`src/rtl/hazard_scheduler.sv`:
```
// Interlock and forwarding scheduler for the 5-stage core: shadows EX/MEM/WB
// destinations, selects ID operand sources, and raises stall / gated fetch kill.
module hazard_scheduler #(
    parameter int REG_AW      = 3,
    parameter bit ZERO_REG    = 1'b1,
    parameter bit CTRL_EX_FWD = 1'b0,
    parameter int CNT_W       = 16
) (
    input  logic              clk,
    input  logic              reset,
    input  logic              id_valid,
    input  logic [REG_AW-1:0] id_rs1,
    input  logic [REG_AW-1:0] id_rs2,
    input  logic              id_use1,
    input  logic              id_use2,
    input  logic [REG_AW-1:0] id_rd,
    input  logic              id_regwr,
    input  logic              id_memrd,
    input  logic              id_ctrl,
    input  logic              kill_req,
    input  logic              cnt_clr,
    output logic              stall,
    output logic [1:0]        fwd1,
    output logic [1:0]        fwd2,
    output logic              killF,
    output logic [REG_AW-1:0] ex_rd,
    output logic [REG_AW-1:0] mem_rd,
    output logic [REG_AW-1:0] wb_rd,
    output logic [CNT_W-1:0]  stall_cycles
);

    typedef enum logic [1:0] {
        ST_RUN   = 2'd0,
        ST_STALL = 2'd1,
        ST_KILL  = 2'd2
    } state_e;

    state_e            state_q;
    logic [REG_AW-1:0] ex_rd_q, mem_rd_q, wb_rd_q;
    logic              ex_regwr_q, mem_regwr_q, wb_regwr_q;
    logic              ex_memrd_q, mem_memrd_q;
    logic [REG_AW-1:0] ex_rd_d;
    logic              ex_regwr_d, ex_memrd_d;
    logic [CNT_W-1:0]  cnt_q, cnt_d;

    logic ex_hit1, ex_hit2, mem_hit1, mem_hit2, wb_hit1, wb_hit2;
    logic ex_hit, mem_hit;
    logic ld_use, ctrl_ex, ctrl_mem;

    function automatic logic stage_hit(input logic              regwr,
                                       input logic [REG_AW-1:0] rd,
                                       input logic [REG_AW-1:0] rs,
                                       input logic              use_b,
                                       input logic              valid);
        logic zero_blk;
        zero_blk  = ZERO_REG && (rs == '0);
        stage_hit = regwr && (rd == rs) && use_b && valid && !zero_blk;
    endfunction

    // Newest producer wins so the most recent write to a register is forwarded.
    function automatic logic [1:0] fwd_sel(input logic hit_ex,
                                           input logic hit_mem,
                                           input logic hit_wb);
        if (hit_ex)       fwd_sel = 2'b01;
        else if (hit_mem) fwd_sel = 2'b10;
        else if (hit_wb)  fwd_sel = 2'b11;
        else              fwd_sel = 2'b00;
    endfunction

    always_comb begin
        ex_hit1  = stage_hit(ex_regwr_q,  ex_rd_q,  id_rs1, id_use1, id_valid);
        ex_hit2  = stage_hit(ex_regwr_q,  ex_rd_q,  id_rs2, id_use2, id_valid);
        mem_hit1 = stage_hit(mem_regwr_q, mem_rd_q, id_rs1, id_use1, id_valid);
        mem_hit2 = stage_hit(mem_regwr_q, mem_rd_q, id_rs2, id_use2, id_valid);
        wb_hit1  = stage_hit(wb_regwr_q,  wb_rd_q,  id_rs1, id_use1, id_valid);
        wb_hit2  = stage_hit(wb_regwr_q,  wb_rd_q,  id_rs2, id_use2, id_valid);
        ex_hit   = ex_hit1 | ex_hit2;
        mem_hit  = mem_hit1 | mem_hit2;

        ld_use   = ex_hit & ex_memrd_q;
        ctrl_ex  = id_ctrl & ex_hit & !CTRL_EX_FWD;
        ctrl_mem = id_ctrl & mem_hit & mem_memrd_q;
        stall    = ld_use | ctrl_ex | ctrl_mem;

        fwd1     = fwd_sel(ex_hit1, mem_hit1, wb_hit1);
        fwd2     = fwd_sel(ex_hit2, mem_hit2, wb_hit2);

        // A pending kill waits out any stall: the branch target is not resolved yet.
        killF    = kill_req & !stall & (state_q != ST_KILL);
    end

    always_comb begin
        ex_rd_d    = '0;
        ex_regwr_d = 1'b0;
        ex_memrd_d = 1'b0;
        if (id_valid && !stall) begin
            ex_rd_d    = id_rd;
            ex_regwr_d = id_regwr;
            ex_memrd_d = id_memrd;
        end
    end

    always_comb begin
        cnt_d = cnt_q;
        if (cnt_clr)
            cnt_d = '0;
        else if (stall && (cnt_q != {CNT_W{1'b1}}))
            cnt_d = cnt_q + {{(CNT_W-1){1'b0}}, 1'b1};
    end

    always_ff @(posedge clk or negedge reset) begin
        if (!reset) begin
            ex_rd_q     <= '0;
            ex_regwr_q  <= 1'b0;
            ex_memrd_q  <= 1'b0;
            mem_rd_q    <= '0;
            mem_regwr_q <= 1'b0;
            mem_memrd_q <= 1'b0;
            wb_rd_q     <= '0;
            wb_regwr_q  <= 1'b0;
            cnt_q       <= '0;
        end else begin
            ex_rd_q     <= ex_rd_d;
            ex_regwr_q  <= ex_regwr_d;
            ex_memrd_q  <= ex_memrd_d;
            mem_rd_q    <= ex_rd_q;
            mem_regwr_q <= ex_regwr_q;
            mem_memrd_q <= ex_memrd_q;
            wb_rd_q     <= mem_rd_q;
            wb_regwr_q  <= mem_regwr_q;
            cnt_q       <= cnt_d;
        end
    end

    // KILL is held for one cycle only; leaving it never re-enters KILL directly.
    always_ff @(posedge clk or negedge reset) begin
        if (!reset) begin
            state_q <= ST_RUN;
        end else begin
            case (state_q)
                ST_RUN, ST_STALL: begin
                    if (stall)         state_q <= ST_STALL;
                    else if (kill_req) state_q <= ST_KILL;
                    else               state_q <= ST_RUN;
                end
                ST_KILL: begin
                    if (stall) state_q <= ST_STALL;
                    else       state_q <= ST_RUN;
                end
                default: state_q <= ST_RUN;
            endcase
        end
    end

    assign ex_rd        = ex_rd_q;
    assign mem_rd       = mem_rd_q;
    assign wb_rd        = wb_rd_q;
    assign stall_cycles = cnt_q;

endmodule

```
`config.mk`:
```
export PLATFORM = sky130hd
export DESIGN_NAME = hazard_scheduler
export DESIGN_NICKNAME = d
export VERILOG_FILES = /design/src/rtl/hazard_scheduler.sv
export SDC_FILE = /design/constraint.sdc
export NUM_CORES = 1
export LEC_CHECK = 0
export CAP_MARGIN = 20
export CORE_UTILIZATION = 48
export CTS_CLUSTER_DIAMETER = 150
export DETAILED_ROUTE_END_ITERATION = 10
export PLACE_DENSITY = 0.78
export SLEW_MARGIN = 20
export SYNTH_ARGS = -nofsm -noshare
export SYNTH_HDL_FRONTEND = slang
export SYNTH_SLANG_ARGS = --single-unit
```
`constraint.sdc`:
```
create_clock -name clk -period 2.8 [get_ports clk]
set_input_delay 0.56 -clock clk [delete_from_list [all_inputs] [get_ports clk]]
set_output_delay 0.56 -clock clk [all_outputs]
set_load 0.03 [all_outputs]
```
==> flow_summary.toml, run 1 <==
[yosys]
seq_area_frac_synth_pct = 44.8
ys.flop_type = "dfrtp_1"
synth_nets = 205
synth-seq-cells = 32
ys_warn_count = 0
ys_types = 42
async_flop_share_pct = 100
syn_area_per_cell_um2 = 9.67
synth_cells = 185
netlist_area_mm2 = 0.00179
synth_edf_count = 0

[layout]
diodes = 0
stdcell_count = 303
finalInstanceArea_mm2 = 0.00260
syn_to_final_growth_pct = 45.4
drive_gt1_share_pct = 21.4
fill_cells = 264
nets = 276

[placed_design]
hpwl_um = 3390
port_buffers = 49
post-place-cells = 291
dpl-instance-area_mm2 = 0.00241
gp_congestion = 0.945

[floorplan]
die_h_um = 63.1
rows = 21
dieArea_mm2 = 0.00398
core_mm2 = 0.00344
start_util_pct = 52.0
ioPinCount = 50
die_w_um = 63.1

[grt]
met3_usage_pct = 5.98
grt_pass1_wl_um = 8420
grt_use_met2_pct = 44.9
antenna_found_initial = 0
busiest_layer = "met2"
grt_max_degree = 33
gr-usage-met1_pct = 35.1
overflow = 0
grt_usage_pct = 27.4
grt_pass1_vias = 1762

[run_status]
status = "completed"

[critical_path]
ff2ff_setup_slack_ns = 0.31
cp.arrival_ns = 2.15
cp_cell_sequence = "clkdlybuf4s15_2, or3b_1, a211oi_2, o2111ai_4, a21oi_4, nor2_4, nand2_2, a21oi_2, buf_6"
startpoint_type = "input port"
crit_type = "in -> out"
timing.rr.start = "mem_rd[1]"
crit_path_max_incr_delay_ns = 0.38
crit_required_ns = 2.24
r2r_cells = 7
cpMaxStageDelayCell = "or3b_1"
cp_max_fo = 5
r2r_end = "stall_cycles[11]"
critPathCaptureType = "output pin"

[clock_network]
worstSkewPairLatency_ns = 0.29
cts_max_level = 2
cts_made_buffers = 5
cts.clk_slew.worst_paths_ns = 0.06
cts_tree = "done"
cts_buffer_depth = 2
cts_root_buf = "clkbuf_8"
cts.sinks = 32
cts_hold_buffers = 0

[min_path]
hp-class = "reg -> reg"
holdPathStages = 0
hp-start = "ex_memrd_q"
worstHoldEndpoint = "mem_memrd_q"

[timing]
tightest_slew_ns = 0.639
slew_headroom_pct = 57.3
drv_slew = 0
fin_crit_sh_pct = 96.8
fin_setup_tns_ns = 0
finalHoldViolCount = 0
rsz0062_at_grt = "false"
fin_crit_ns = 2.71
skew_ns = 0.0108
timing.fmax_mhz = 369
final-setup-viol-count = 0

[routing]
drtAntennaViolNets = 0
wl_per_cell_um = 16.1
dr.pass1.iters = 4
drt_iter0_drc = 133
vias = 1720
via_per_inst = 5.68
drcViolationCount = 0
wl_um = 4870

[power]
finalPower_mw = 1.13
peakVddDrop_uv = 401
p_per_area_mw_per_mm2 = 434
p_leak_nw = 1.08

[job]
cap_violations = 0
==> metrics by stage <==
| stage | setup WS [ns] | hold slack [ns] | utilization [%] |
|---|---|---|---|
| detailed placement | -0.422 | 0.372 | 70.2 |
| global placement | -0.270 | 0.372 | 70.2 |
| floorplan | 0.0414 | 0.264 | - |
| finish | 0.0898 | 0.409 | 75.6 |
| global route | 0.0114 | 0.425 | 75.6 |
| CTS | 0.00966 | 0.392 | 75.2 |
==> registers in the layout, indices dropped and copies added (netlist names) <==
register      count
ex_memrd_q        1
ex_rd             3
ex_regwr_q        1
mem_memrd_q       1
mem_rd            3
mem_regwr_q       1
stall_cycles     16
state_q           2
wb_rd             3
wb_regwr_q        1
==> worst max-delay path: cells and delay by family <==
family | cells | cell delay [ns]
AOI/OAI and AO/OA | 4 | 0.70
buffers and inverters | 2 | 0.36
and+or+nand+nor | 3 | 0.53
==> repair_timing <==
item                                    CTS  global route
gates cloned                              0             0
endpoints found under the setup margin    6             2
buffers inserted                          3             1
pin swaps                                 8             4
resized for setup                        14             3
==> layout make-up <==
class	count	area (um^2)	share of cell area, %
inverters	9	33.8	1.30
clock buffers	7	96.3	3.70
flip-flops and latches	32	802	30.8
multi-input cells	134	911	35.0
well taps	46	57.6	2.21
clock inverters	1	30.0	1.15
repair buffers	74	671	25.8
==> synthesized netlist by cell type, drive strengths merged, types with 2 or more instances <==
master	n	area [um^2]
a21oi	20	119
or3b	3	26.3
nand4	4	25.0
and3	7	43.8
or4	7	52.6
buf	6	53.8
xnor2	10	87.6
nor2b	2	12.5
or3	5	31.3
o21ai	7	46.3
dfrtp	32	801
nor3b	2	15.0
nand2	12	45.0
xor2	3	26.3
mux2	2	22.5
inv	9	33.8
nor4	2	12.5
o31ai	9	67.6
clkbuf	4	15.0
nand3	13	65.1
nor2	9	33.8
a211o	2	17.5
==> cells in the final DEF (no fill, tap or decap), types with 8 or more instances in the layout <==
cell type / n
clkdlybuf4s50_1: 37
inv_1: 9
buf_4: 29
nand3_1: 13
a21oi_1: 16
dfrtp_1: 31
nor2_1: 8
o31ai_1: 9
nand2_1: 11
xnor2_1: 10
==> worst max path at each step <==
stage,from,to,slack [ns],cells past startpoint
3_3_place_gp,id_rs1[1],killF,-0.27,10
2_1_floorplan,id_rs2[2],killF,0.04,8
3_5_place_dp,id_rs1[1],killF,-0.42,10
5_1_grt,id_rs1[2],killF,0.01,9
4_1_cts,id_rs2[0],killF,0.01,10
6_report,id_rs1[1],killF,0.09,9
==> kinds of logic after synthesis <==
group | after synthesis | share of synthesized area [%]
flops | 32 | 44.8
simple gates | 71 | 22.2
fa+ha+maj | 1 | 0.699
mux | 3 | 1.82
compound gates | 46 | 18.5
xor+xnor | 13 | 6.36
buf+inv | 19 | 5.73
==> per-layer routing <==
layer | share of wire, % | wire, um | vias to the layer above
met3 | 4.5 | 220 | 9
met5 | 0 | 0 | -
li1 | - | - | 817
met1 | 44 | 2160 | 828
met4 | 1.7 | 82 | 0
met2 | 49 | 2400 | 66
==> power by group <==
group	switching [mW]	leakage [nW]	internal [mW]	total, mW
combinational	0.0752	0.587	0.0711	0.146
clock	0.177	0.0645	0.314	0.491
sequential	0.0168	0.429	0.474	0.491
total	0.269	1.08	0.859	1.13
(Power assumes the default switching activity.)
==> inputs of run 2 (changes only) <==
==> constraint.sdc (replaced) <==
create_clock -name clk -period 2.7 [get_ports clk]
set_input_delay 0.54 -clock clk [delete_from_list [all_inputs] [get_ports clk]]
set_output_delay 0.54 -clock clk [all_outputs]
set_load 0.03 [all_outputs]
==> flow_summary.toml, run 2 (synthesis results as in run 1) <==
[floorplan]
core_mm2 = 0.00344
ioPinCount = 50
dieArea_mm2 = 0.00398
die_h_um = 63.1
die_w_um = 63.1
start_util_pct = 52.0
rows = 21

[min_path]
worstHoldEndpoint = "mem_memrd_q"
hp-start = "ex_memrd_q"
hp-class = "reg -> reg"
holdPathStages = 0

[timing]
timing.fmax_mhz = 375
tightest_slew_ns = 0.673
fin_crit_ns = 2.67
hold_ws_ns = 0.409
drv_slew = 0
finalHoldViolCount = 0
fin_setup_tns_ns = 0
slew_headroom_pct = 55.0
skew_ns = 0.00400
fin_crit_sh_pct = 98.8
final-setup-viol-count = 0
rsz0062_at_grt = "true"

[routing]
via_per_inst = 5.76
drt_iter0_drc = 106
wl_um = 4840
drtAntennaViolNets = 0
wl_per_cell_um = 15.7
drcViolationCount = 0
vias = 1773
dr.pass1.iters = 4

[job]
cap_violations = 0

[grt]
grt_pass1_wl_um = 8160
antenna_found_initial = 0
grt_pass1_vias = 1752
grt_max_degree = 33
overflow = 0
grt_usage_pct = 26.5

[clock_network]
cts_made_buffers = 5
cts_max_level = 2
cts_hold_buffers = 0
cts_buffer_depth = 2
cts.clk_slew.worst_paths_ns = 0.07
cts_root_buf = "clkbuf_8"
worstSkewPairLatency_ns = 0.27
cts_tree = "done"
cts.sinks = 32

[critical_path]
cp_max_fo = 5
cp.arrival_ns = 2.13
ff2ff_setup_slack_ns = 0.17
crit_type = "in -> out"
r2r_end = "stall_cycles[8]"
startpoint = "id_rs2[2]"
crit_required_ns = 2.16
startpoint_type = "input port"
r2r_cells = 10
timing.rr.start = "ex_rd[2]"
critPathCaptureType = "output pin"

[placed_design]
gp_congestion = 0.862
hpwl_um = 3480
port_buffers = 49
dpl-instance-area_mm2 = 0.00244

[run_status]
status = "completed"

[layout]
largest_reg_flops = 16
utilization_pct = 76.4
drive_gt1_share_pct = 25.2
final_cell_mix = "clkdlybuf4s50_1 (36), dfrtp_1 (32), buf_4 (32), a21oi_1 (15), nand3_1 (13)"
diodes = 0
finalInstanceArea_mm2 = 0.00263
syn_to_final_growth_pct = 46.9
final_common_cell = "clkdlybuf4s50_1"
nets = 281

[power]
peakVddDrop_uv = 277
p_leak_nw = 1.09
p_per_area_mw_per_mm2 = 395
==> run 2: power by group <==
group | total (mW) | internal, mW | switching, mW
Combinational | 0.159 | 0.0785 | 0.0810
Clock | 0.370 | 0.208 | 0.162
Sequential | 0.508 | 0.492 | 0.0161
Total | 1.04 | 0.778 | 0.260
==> run 2: stage by stage <==
stage	cells	power [mW]	setup WS [ns]
3_5_place_dp	294	0.668	-0.524
3_3_place_gp	294	0.662	-0.409
2_1_floorplan	185	0.586	0.0762
4_1_cts	307	1.04	-0.000447
6_report	308	1.04	0.0320
5_1_grt	308	1.08	-0.0551
==> run 2: final cells by class <==
| cell class | count | area (um^2) |
|---|---|---|
| multi-input cells | 134 | 948 |
| fillers | 261 | 813 |
| flip-flops and latches | 32 | 801 |
| repair buffers | 79 | 698 |
| clock buffers | 8 | 90.1 |
| well taps | 46 | 57.6 |
| inverters | 9 | 33.8 |
==> run 2: per-layer routing <==
layer	track usage, %	part of all wire [%]
met1	33.1	42
met2	44.6	50
met3	5.07	6.0
met4	11.0	2.5
met5	0	0
==> run 2: critical path, stage by stage <==
cell           delay (ns)
dlygate4sd2_1        0.25
buf_4                0.17
xor2_1               0.17
o22ai_1              0.13
o21ai_2              0.25
a21oi_4              0.12
nor2_4               0.14
nand2_2              0.08
a21oi_2              0.13
buf_6                0.15
==> run 2: worst max path at each step <==
stage	endpoint	slack (ns)	cells after the start
2_1_floorplan	killF	0.08	8
3_3_place_gp	fwd1[0]	-0.41	6
3_5_place_dp	killF	-0.52	11
4_1_cts	fwd2[1]	-0.0004	5
5_1_grt	killF	-0.06	10
6_report	killF	0.03	10
==> run 2: timing repair <==
item / 4_1_cts / 5_1_grt
setup buffers: 5 / 1
gates resized for setup: 23 / 12
setup endpoints to repair: 20 / 8
gates cloned: 0 / 0
pin swaps: 10 / 3
